$ cat config.mk
export PLATFORM = sky130hd
export DESIGN_NAME = sc_fir_seq_ctrl
export DESIGN_NICKNAME = d
export VERILOG_FILES = /design/src/rtl/sc_fir_seq_ctrl.sv
export SDC_FILE = /design/constraint.sdc
export NUM_CORES = 1
export LEC_CHECK = 0
export CORE_MARGIN = 1.5
export CORE_UTILIZATION = 35
export DETAILED_ROUTE_END_ITERATION = 8
export HOLD_SLACK_MARGIN = 0.08
export SKIP_LAST_GASP = 1
export SYNTH_ARGS = -nofsm -noshare
export SYNTH_HDL_FRONTEND = slang
export SYNTH_SLANG_ARGS = --single-unit
$ cat constraint.sdc
create_clock -name clock -period 5.1 [get_ports clock]
set_clock_uncertainty 0.15 [all_clocks]
set_input_delay 0.51 -clock clock [delete_from_list [all_inputs] [get_ports clock]]
set_output_delay 0.51 -clock clock [all_outputs]
set_load 0.02 [all_outputs]
$ cat src/rtl/sc_fir_seq_ctrl.sv
// -----------------------------------------------------------------------------
// sc_fir_seq_ctrl
//
// Frame sequencer for the stochastic-computing FIR datapath. Each frame it
// takes STRIDE samples (1/2/4) from the source into the tap delay line. It
// then clears the ones-counter, runs one STREAM_LEN-cycle bitstream evaluation
// while stepping the SNG index, and hands the final count out as the result.
// Loading and evaluation never overlap.
//
// Ports:
//   clock, reset_n          rising-edge clock, asynchronous active-low reset
//   enable                  allow a new frame to start (sampled in IDLE and at
//                           the output handshake only)
//   stride_sel[1:0]         00=1, 01=2, 10=4, 11=1; latched in IDLE only
//   in_valid/in_ready       input sample handshake, in_data[N:0]
//   shift_en, shift_data    tap delay line shift strobe and sample
//   sng_idx[N-1:0]          stream cycle index to the SNGs (0 outside RUN)
//   acc_clr, acc_en         ones-counter clear / count enable
//   result_count[N:0]       ones-counter value, 0..STREAM_LEN
//   out_valid/out_ready     result handshake, out_data[N:0], out_primed
//   busy                    sequencer is not idle
// -----------------------------------------------------------------------------
module sc_fir_seq_ctrl #(
    parameter int N          = 12,
    parameter int STREAM_LEN = 4096,
    parameter int TAPS       = 39
) (
    input  logic         clock,
    input  logic         reset_n,
    input  logic         enable,
    input  logic [1:0]   stride_sel,
    input  logic         in_valid,
    input  logic [N:0]   in_data,
    output logic         in_ready,
    output logic         shift_en,
    output logic [N:0]   shift_data,
    output logic [N-1:0] sng_idx,
    output logic         acc_clr,
    output logic         acc_en,
    input  logic [N:0]   result_count,
    output logic         out_valid,
    output logic [N:0]   out_data,
    output logic         out_primed,
    input  logic         out_ready,
    output logic         busy
);

    // The fill counter only needs to reach the largest primed threshold.
    localparam int FILL_MAX = TAPS * 4;
    localparam int FW       = $clog2(FILL_MAX + 1);
    localparam logic [N-1:0]  LAST_IDX = N'(STREAM_LEN - 1);
    localparam logic [FW-1:0] FILL_TOP = FW'(FILL_MAX);

    typedef enum logic [2:0] {
        S_IDLE, S_LOAD, S_CLEAR, S_RUN, S_SETTLE, S_CAPTURE, S_HOLD
    } state_t;

    state_t        state, next_state;
    logic [2:0]    stride;       // latched stride: 1, 2 or 4
    logic [2:0]    sel_stride;   // decoded stride_sel
    logic [2:0]    load_cnt;
    logic [N-1:0]  run_cnt;
    logic [FW-1:0] fill;
    logic [FW-1:0] primed_thr;
    logic          handshake;
    logic          load_done;
    logic          run_done;

    always_comb begin
        case (stride_sel)
            2'b01:   sel_stride = 3'd2;
            2'b10:   sel_stride = 3'd4;
            default: sel_stride = 3'd1;   // 11 is reserved and behaves as 1
        endcase
    end

    always_comb begin
        case (stride)
            3'd2:    primed_thr = FW'(TAPS * 2);
            3'd4:    primed_thr = FILL_TOP;
            default: primed_thr = FW'(TAPS);
        endcase
    end

    assign handshake = in_valid && (state == S_LOAD);
    assign load_done = handshake && ((load_cnt + 3'd1) == stride);
    assign run_done  = (state == S_RUN) && (run_cnt == LAST_IDX);

    // Outputs decoded straight from the state; shift_data is gated so that it
    // reads 0 whenever the sequencer is not loading.
    assign in_ready   = (state == S_LOAD);
    assign shift_en   = handshake;
    assign shift_data = (state == S_LOAD) ? in_data : '0;
    assign sng_idx    = (state == S_RUN) ? run_cnt : '0;
    assign acc_clr    = (state == S_CLEAR);
    assign acc_en     = (state == S_RUN);
    assign busy       = (state != S_IDLE);

    always_ff @(posedge clock or negedge reset_n) begin
        if (!reset_n) begin
            state <= S_IDLE;
        end else begin
            // NOTE: sequential state uses non-blocking assignments so every
            // register samples pre-edge values regardless of block ordering.
            state <= next_state;
        end
    end

    always_comb begin
        // NOTE: default first, so every path assigns next_state and no latch
        // is inferred.
        next_state = state;
        case (state)
            S_IDLE:    if (enable) next_state = S_LOAD;
            S_LOAD:    if (load_done) next_state = S_CLEAR;
            S_CLEAR:   next_state = S_RUN;
            S_RUN:     if (run_done) next_state = S_SETTLE;
            S_SETTLE:  next_state = S_CAPTURE;
            S_CAPTURE: next_state = S_HOLD;
            // out_valid is always set in HOLD, so out_ready alone completes
            // the handshake.
            S_HOLD:    if (out_ready) next_state = enable ? S_LOAD : S_IDLE;
            default:   next_state = S_IDLE;
        endcase
    end

    always_ff @(posedge clock or negedge reset_n) begin
        if (!reset_n) begin
            stride     <= 3'd1;
            load_cnt   <= '0;
            run_cnt    <= '0;
            fill       <= '0;
            out_valid  <= 1'b0;
            out_data   <= '0;
            out_primed <= 1'b0;
        end else begin
            case (state)
                S_IDLE: begin
                    if (enable) begin
                        stride <= sel_stride;
                        // Samples loaded at another stride do not count
                        // towards priming the new one.
                        if (sel_stride != stride) fill <= '0;
                    end
                end
                S_LOAD: begin
                    if (handshake) begin
                        if (fill != FILL_TOP) fill <= fill + FW'(1);
                        load_cnt <= load_done ? 3'd0 : load_cnt + 3'd1;
                    end
                end
                S_RUN: begin
                    run_cnt <= run_done ? '0 : run_cnt + N'(1);
                end
                S_CAPTURE: begin
                    out_data   <= result_count;
                    out_primed <= (fill >= primed_thr);
                    out_valid  <= 1'b1;
                end
                S_HOLD: begin
                    if (out_ready) out_valid <= 1'b0;
                end
                default: ;
            endcase
        end
    end

endmodule

==> reports/results.ini, run 1 <==
[cts]
post_cts_resized=0
clkTransAtPathRegs_ps=90
cts_max_level=2
numClockSinks=44
cts_tree=built
insertion_delay_ps=290
numCtsBuffers=5
clock_path_buffers=2
post-cts-setup-buffers=0
holdBufCountCts=0
cts_root_buffer=clkbuf_8

[yosys]
ys_ff_latch=44
ys_warn_count=0
ys.flop_type=dfrtp_1
async_flop_share=1.00
yosysTopAreaCell=dfrtp_1
yosysTopAreaCellShare=0.428
synth_area_per_cell_um2=9.86
synth_cell_types=42
synth_cells=255
syn_nets=301
synth.area.top_cells=dfrtp_1 43%, mux2_2 8.1%, ha_1 6.5%, and2_1 6.2%, xnor2_1 3.1%
synth.cell_area_um2=2510
synth_edf_count=0
seq_area_frac_synth=0.438

[timing]
drv_slew=0
max_freq_mhz=308
worst_pin_slew_ps=979
setup_tns_ps=0
slew_headroom=0.347
period_share=0.636
final_hold_viol_count=0
final.min_clock_period_ps=3240
grt_setup_unrepaired=false
setup_viol=0

[worst_hold_path]
hold_class=in2async

[setup_path]
cp_max_fo=18
crit_required_ps=4440
cp-end-kind=output port
critPathKind=reg2out
slowest_stage=clkdlybuf4s50_1
slowest_delay_ps=630
start_kind=register
cp_common_cell=inv_2
worstPathCellList=or3b_1, inv_2, nand2_2, inv_2, clkdlybuf4s50_1
crit_arrival_ps=2580

[global_route]
grt_overflow_total=0
grt_max_degree=45
grt_first_pass_wirelength_um=9150
grt_pass1_vias=1966
grtUsageTotal=0.150
grt_antenna_before_repair=0

[job]
cap_violations=0

[placed_design]
io_buffers=77
hpwl_um=4030
placed_cells=420
routabilityCongestion=0.806

[cells_and_area]
fin_nets=377
final-instance-count-excl-fill=428
area_growth_pct=38.3
n_antenna_cell=0
final_layout_size_suffix_gt1_frac=0.105

[detailed_routing]
firstDrtPassIters=4
drc_errors=0
ant_nets=0
vias=2077
first_iter_violations=93
viasPerCell=4.85
wl_per_cell_um=12.8
totalWireLength_um=5470

[floorplanning]
ioPinCount=78
die_y_um=87.8
rows=30
dieWidth_um=87.8
initial_core_util=0.366
dieArea_um2=7700
core-area_um2=6870

[pwr]
p_per_area_nw_per_um2=403
peakVddDrop_v=0.000244
p_leak_nw=1.50

[status]
run_status=finished clean

==> cell type report <==
cell class / count / area (µm²)
clock buffers: 5 / 68.8
fillers: 660 / 3390
flip-flops and latches: 44 / 1100
repair buffers: 77 / 766
clock inverters: 3 / 42.5
well taps: 96 / 120
multi-input cells: 192 / 1340
inverters: 11 / 41.3
==> cells in the mapped netlist, types with 2 or more instances <==
| library cell | count |
|---|---|
| dfrtp_1 | 43 |
| and2_1 | 25 |
| nor2_1 | 19 |
| mux2_2 | 18 |
| nand2_1 | 18 |
| ha_1 | 13 |
| o21ai_0 | 13 |
| nand3_1 | 10 |
| inv_1 | 9 |
| nor3_1 | 9 |
| xnor2_1 | 9 |
| a21o_1 | 6 |
| a21oi_1 | 5 |
| a31oi_1 | 5 |
| nand4_1 | 5 |
| buf_2 | 4 |
| nand2b_1 | 4 |
| o21ai_1 | 4 |
| xor2_1 | 4 |
| clkbuf_1 | 3 |
| nand3b_1 | 3 |
| inv_2 | 2 |
| nor3b_1 | 2 |
| nor4_1 | 2 |
| o211ai_1 | 2 |
| or3_1 | 2 |
==> path summary, 6_finish.rpt <==
kind | start | end | slack [ps] | cells after the start
worst max-delay path | state[0]$_DFFE_PN0P_ | shift_en | 1860 | 5
worst min-delay path | reset_n | run_cnt[6]$_DFFE_PN0P_ | 220 | 1
worst max register to register | stride[2]$_DFFE_PN0P_ | out_primed$_DFFE_PN0P_ | 2570 | 9
worst min register to register | load_cnt[1]$_DFFE_PN0P_ | load_cnt[1]$_DFFE_PN0P_ | 350 | 2
max in group asynchronous | reset_n | fill[3]$_DFFE_PN0P_ | 3970 | 1
min in group clock | load_cnt[1]$_DFFE_PN0P_ | load_cnt[1]$_DFFE_PN0P_ | 350 | 2
==> cell usage in the layout, fill, tap and decap left out, types with 9 or more instances in the layout <==
cell type / instances
dfrtp_1: 43
ha_1: 13
nor2_1: 19
mux2_2: 18
nand3_1: 10
nand2_1: 18
and2_1: 25
nor3_1: 9
clkdlybuf4s50_1: 76
o21ai_0: 13
inv_1: 9
xnor2_1: 9
==> routing by layer <==
metal	vias to the layer above	wire (µm)	GRT usage
met5	-	0	0
met4	0	53	0.0447
met3	6	248	0.0349
met2	43	2500	0.235
met1	995	2660	0.205
li1	1033	-	-
==> report_power, final <==
group / total, mW / internal [mW] / switching (mW)
Combinational: 0.635 / 0.305 / 0.330
Clock: 0.267 / 0.145 / 0.122
Sequential: 0.499 / 0.412 / 0.0872
Total: 1.40 / 0.862 / 0.539
==> flip-flops by register name (all words and copies together), names as in the netlist <==
| signal | count |
|---|---|
| fill | 8 |
| out_data | 13 |
| load_cnt | 3 |
| stride | 3 |
| run_cnt | 12 |
| out_valid | 1 |
| state | 3 |
| out_primed | 1 |
==> cell families after synthesis <==
logic type               count (synthesis)  synth area share
AND/OR/NAND/NOR                        106             0.225
flip-flops                              44             0.438
AO/OA/AOI/OAI                           40             0.102
buffers and inverters                   19            0.0303
multiplexers                            19            0.0846
XOR/XNOR                                14            0.0547
adder cells (fa/ha/maj)                 13            0.0647
==> worst max-delay path: cells and delay by family, from the launching register on <==
kind | cells | cell delay (ps)
and+or+nand+nor | 2 | 680
DFF | 1 | 540
buffers and inverters | 3 | 1060
==> metrics by stage <==
stage / setup slack (ps) / hold WS, ps / utilization / total power [mW] / cell area [µm²]
CTS: 1840 / 262 / 0.506 / 1.41 / 3480
global placement: 2220 / 337 / 0.490 / 1.13 / 3370
floorplan: 2820 / 64.4 / - / 0.918 / 2510
detailed placement: 2170 / 340 / 0.490 / 1.14 / 3370
finish: 1860 / 216 / 0.506 / 1.40 / 3480
global route: 1680 / 294 / 0.506 / 1.51 / 3480
Note: power is estimated with default switching activity, not from simulation.
==> run 2, diff against run 1 <==
Settings changed: PLACE_DENSITY from default to 0.65.
Clock period 5.1 ns to 2.9 ns, I/O delays scaled along.
==> reports/results.ini, run 2 (same netlist as run 1, synthesis figures left out) <==
[setup_path]
slowest_stage=clkdlybuf4s50_1
worstSetupPathDepth=5  ; unchanged
slowest_delay_ps=630  ; about the same
crit_required_ps=2460  ; -1980 ps
cpLargestDelayFamily=buffers and inverters
worstPathCellList=or3b_1, inv_4, nand2_2, inv_2, clkdlybuf4s50_1
critPathKind=reg2out
critical_path_buf_inv_count=3  ; unchanged
endpoint=shift_en
crit_arrival_ps=2320  ; -260 ps
r2r_cells=9  ; unchanged
cp_max_fo=18  ; unchanged
reg2reg_to=out_primed$_DFFE_PN0P_
r2r_setup_slack_ps=470  ; -2100 ps
cp-end-kind=output port
worstSetupStartpoint=state[2]$_DFFE_PN0P_
worstReg2RegStart=stride[2]$_DFFE_PN0P_
start_kind=register

[placed_design]
place_area_um2=3400  ; +1.1%
io_buffers=77  ; unchanged
routabilityCongestion=0.830  ; +2.9%
hpwl_um=4140  ; +2.7%
preCtsSetupSlack_ps=392  ; -1780 ps

[cells_and_area]
n_antenna_cell=0  ; unchanged
fin_area_um2=3530  ; +1.5%
largest_register_ff_count=13  ; unchanged
regMostFlops=out_data
layout_commonest_cell=clkdlybuf4s50_1
area_growth_pct=40.4
fin_nets=383  ; +1.6%
final_layout_size_suffix_gt1_frac=0.118  ; +0.0129
utilization=0.514  ; +0.00783
final_cell_mix=76 x clkdlybuf4s50_1, 43 x dfrtp_1, 25 x and2_1
reg_top3=out_data x13, run_cnt x12, fill x8

[floorplanning]
dieWidth_um=87.8  ; unchanged
dieArea_um2=7700  ; unchanged
rows=30  ; unchanged
initial_core_util=0.366  ; unchanged
die_y_um=87.8  ; unchanged
core-area_um2=6870  ; unchanged
ioPinCount=78  ; unchanged

[detailed_routing]
viasPerCell=4.76  ; -1.9%
drc_errors=0  ; unchanged
ant_nets=0  ; unchanged
firstDrtPassIters=4  ; unchanged
vias=2067  ; -0.48%
totalWireLength_um=5480  ; +0.27%
wl_per_cell_um=12.6  ; -1.1%
first_iter_violations=62  ; -33%

[pwr]
clockPowerShare=0.193  ; +0.002
p_leak_nw=1.53  ; +2.0%
peakVddDrop_v=0.000295  ; +21%
combinationalPowerShare=0.468  ; +0.015
p_sw_mw=0.957  ; +78%
power_mw=2.50  ; +78%
sw_frac_of_total=0.383  ; -0.00195
p_per_area_nw_per_um2=708  ; +76%
pwr-share-seq=0.339  ; -0.017
p_int_mw=1.54  ; +79%

[timing]
drv_slew=0  ; unchanged
slew_headroom=0.358  ; +0.0111
setup_slack_ps=138  ; -1720 ps
worst_pin_slew_ps=962  ; -16.6 ps
period_share=0.953
final.min_clock_period_ps=2760
final_hold_viol_count=0  ; unchanged
setup_viol=0  ; unchanged
max_freq_mhz=362

[cts]
insertion_delay_ps=300  ; about the same
clock_path_buffers=2  ; unchanged
cts_tree=built
numClockSinks=44  ; unchanged
cts_max_level=2  ; unchanged
clkTransAtPathRegs_ps=80  ; about the same
cts_root_buffer=clkbuf_8
numCtsBuffers=5  ; unchanged
post-cts-setup-buffers=0  ; unchanged

[job]
cap_violations=0  ; unchanged

[global_route]
grt_pass1_vias=1940  ; -1.3%
grtUsageTotal=0.152  ; +0.00202
grt_max_degree=45  ; unchanged
grt_antenna_before_repair=0  ; unchanged
grt_first_pass_wirelength_um=9070  ; -0.91%
grt_overflow_total=0  ; unchanged

[status]
run_status=finished clean

[worst_hold_path]
hold_class=reg2reg

[run 2: routing by layer]
| metal | global-route usage | up-vias | routed length (µm) |
|---|---|---|---|
| met5 | 0 | - | 0 |
| met4 | 0.0390 | 0 | 21 |
| met3 | 0.0415 | 2 | 248 |
| met2 | 0.245 | 40 | 2660 |
| met1 | 0.201 | 973 | 2550 |
| li1 | - | 1052 | - |
[run 2: stage by stage]
stage / hold slack (ps) / cells / setup TNS, ps
after floorplan: -156 / 255 / 0
after global placement: 335 / 425 / 0
after detailed placement: 338 / 425 / 0
after CTS: 362 / 434 / 0
after global routing: 375 / 434 / -2.43
final: 357 / 434 / 0
[run 2: layout make-up]
class                           instances  area, µm²
Clock buffer                            5       68.8
Clock inverter                          3       46.3
Fill cell                             656       3340
Inverter                               11       43.8
Multi-Input combinational cell        192       1340
Sequential cell                        44       1100
Tap cell                               96        120
Timing Repair Buffer                   83        813
[run 2: how the worst min path moves through the flow]
stage	start	endpoint	depth (start not counted)	slack (ps)
6_report	out_data[9]$_DFFE_PN0P_	out_data[9]$_DFFE_PN0P_	1	360
5_1_grt	out_data[9]$_DFFE_PN0P_	out_data[9]$_DFFE_PN0P_	1	380
4_1_cts	out_data[9]$_DFFE_PN0P_	out_data[9]$_DFFE_PN0P_	1	360
3_5_place_dp	load_cnt[1]$_DFFE_PN0P_	load_cnt[1]$_DFFE_PN0P_	2	340
3_3_place_gp	out_data[9]$_DFFE_PN0P_	out_data[9]$_DFFE_PN0P_	1	330
2_1_floorplan	reset_n	fill[0]$_DFFE_PN0P_	0	-160
[run 2: power groups by stage]
| stage | clock network [mW] | registers, mW | logic, mW |
|---|---|---|---|
| 2_1_floorplan | 0 | 0.842 | 0.773 |
| 3_3_place_gp | 0 | 0.854 | 1.15 |
| 4_1_cts | 0.499 | 0.845 | 1.19 |
| 6_report | 0.483 | 0.847 | 1.17 |
| 5_1_grt | 0.524 | 0.868 | 1.30 |
| 3_5_place_dp | 0 | 0.855 | 1.18 |
[run 2: timing repair]
action,4_1_cts,5_1_grt
hold endpoints to repair,43,0
resized for setup,0,1
endpoints found under the setup margin,0,1
hold buffers,1,0
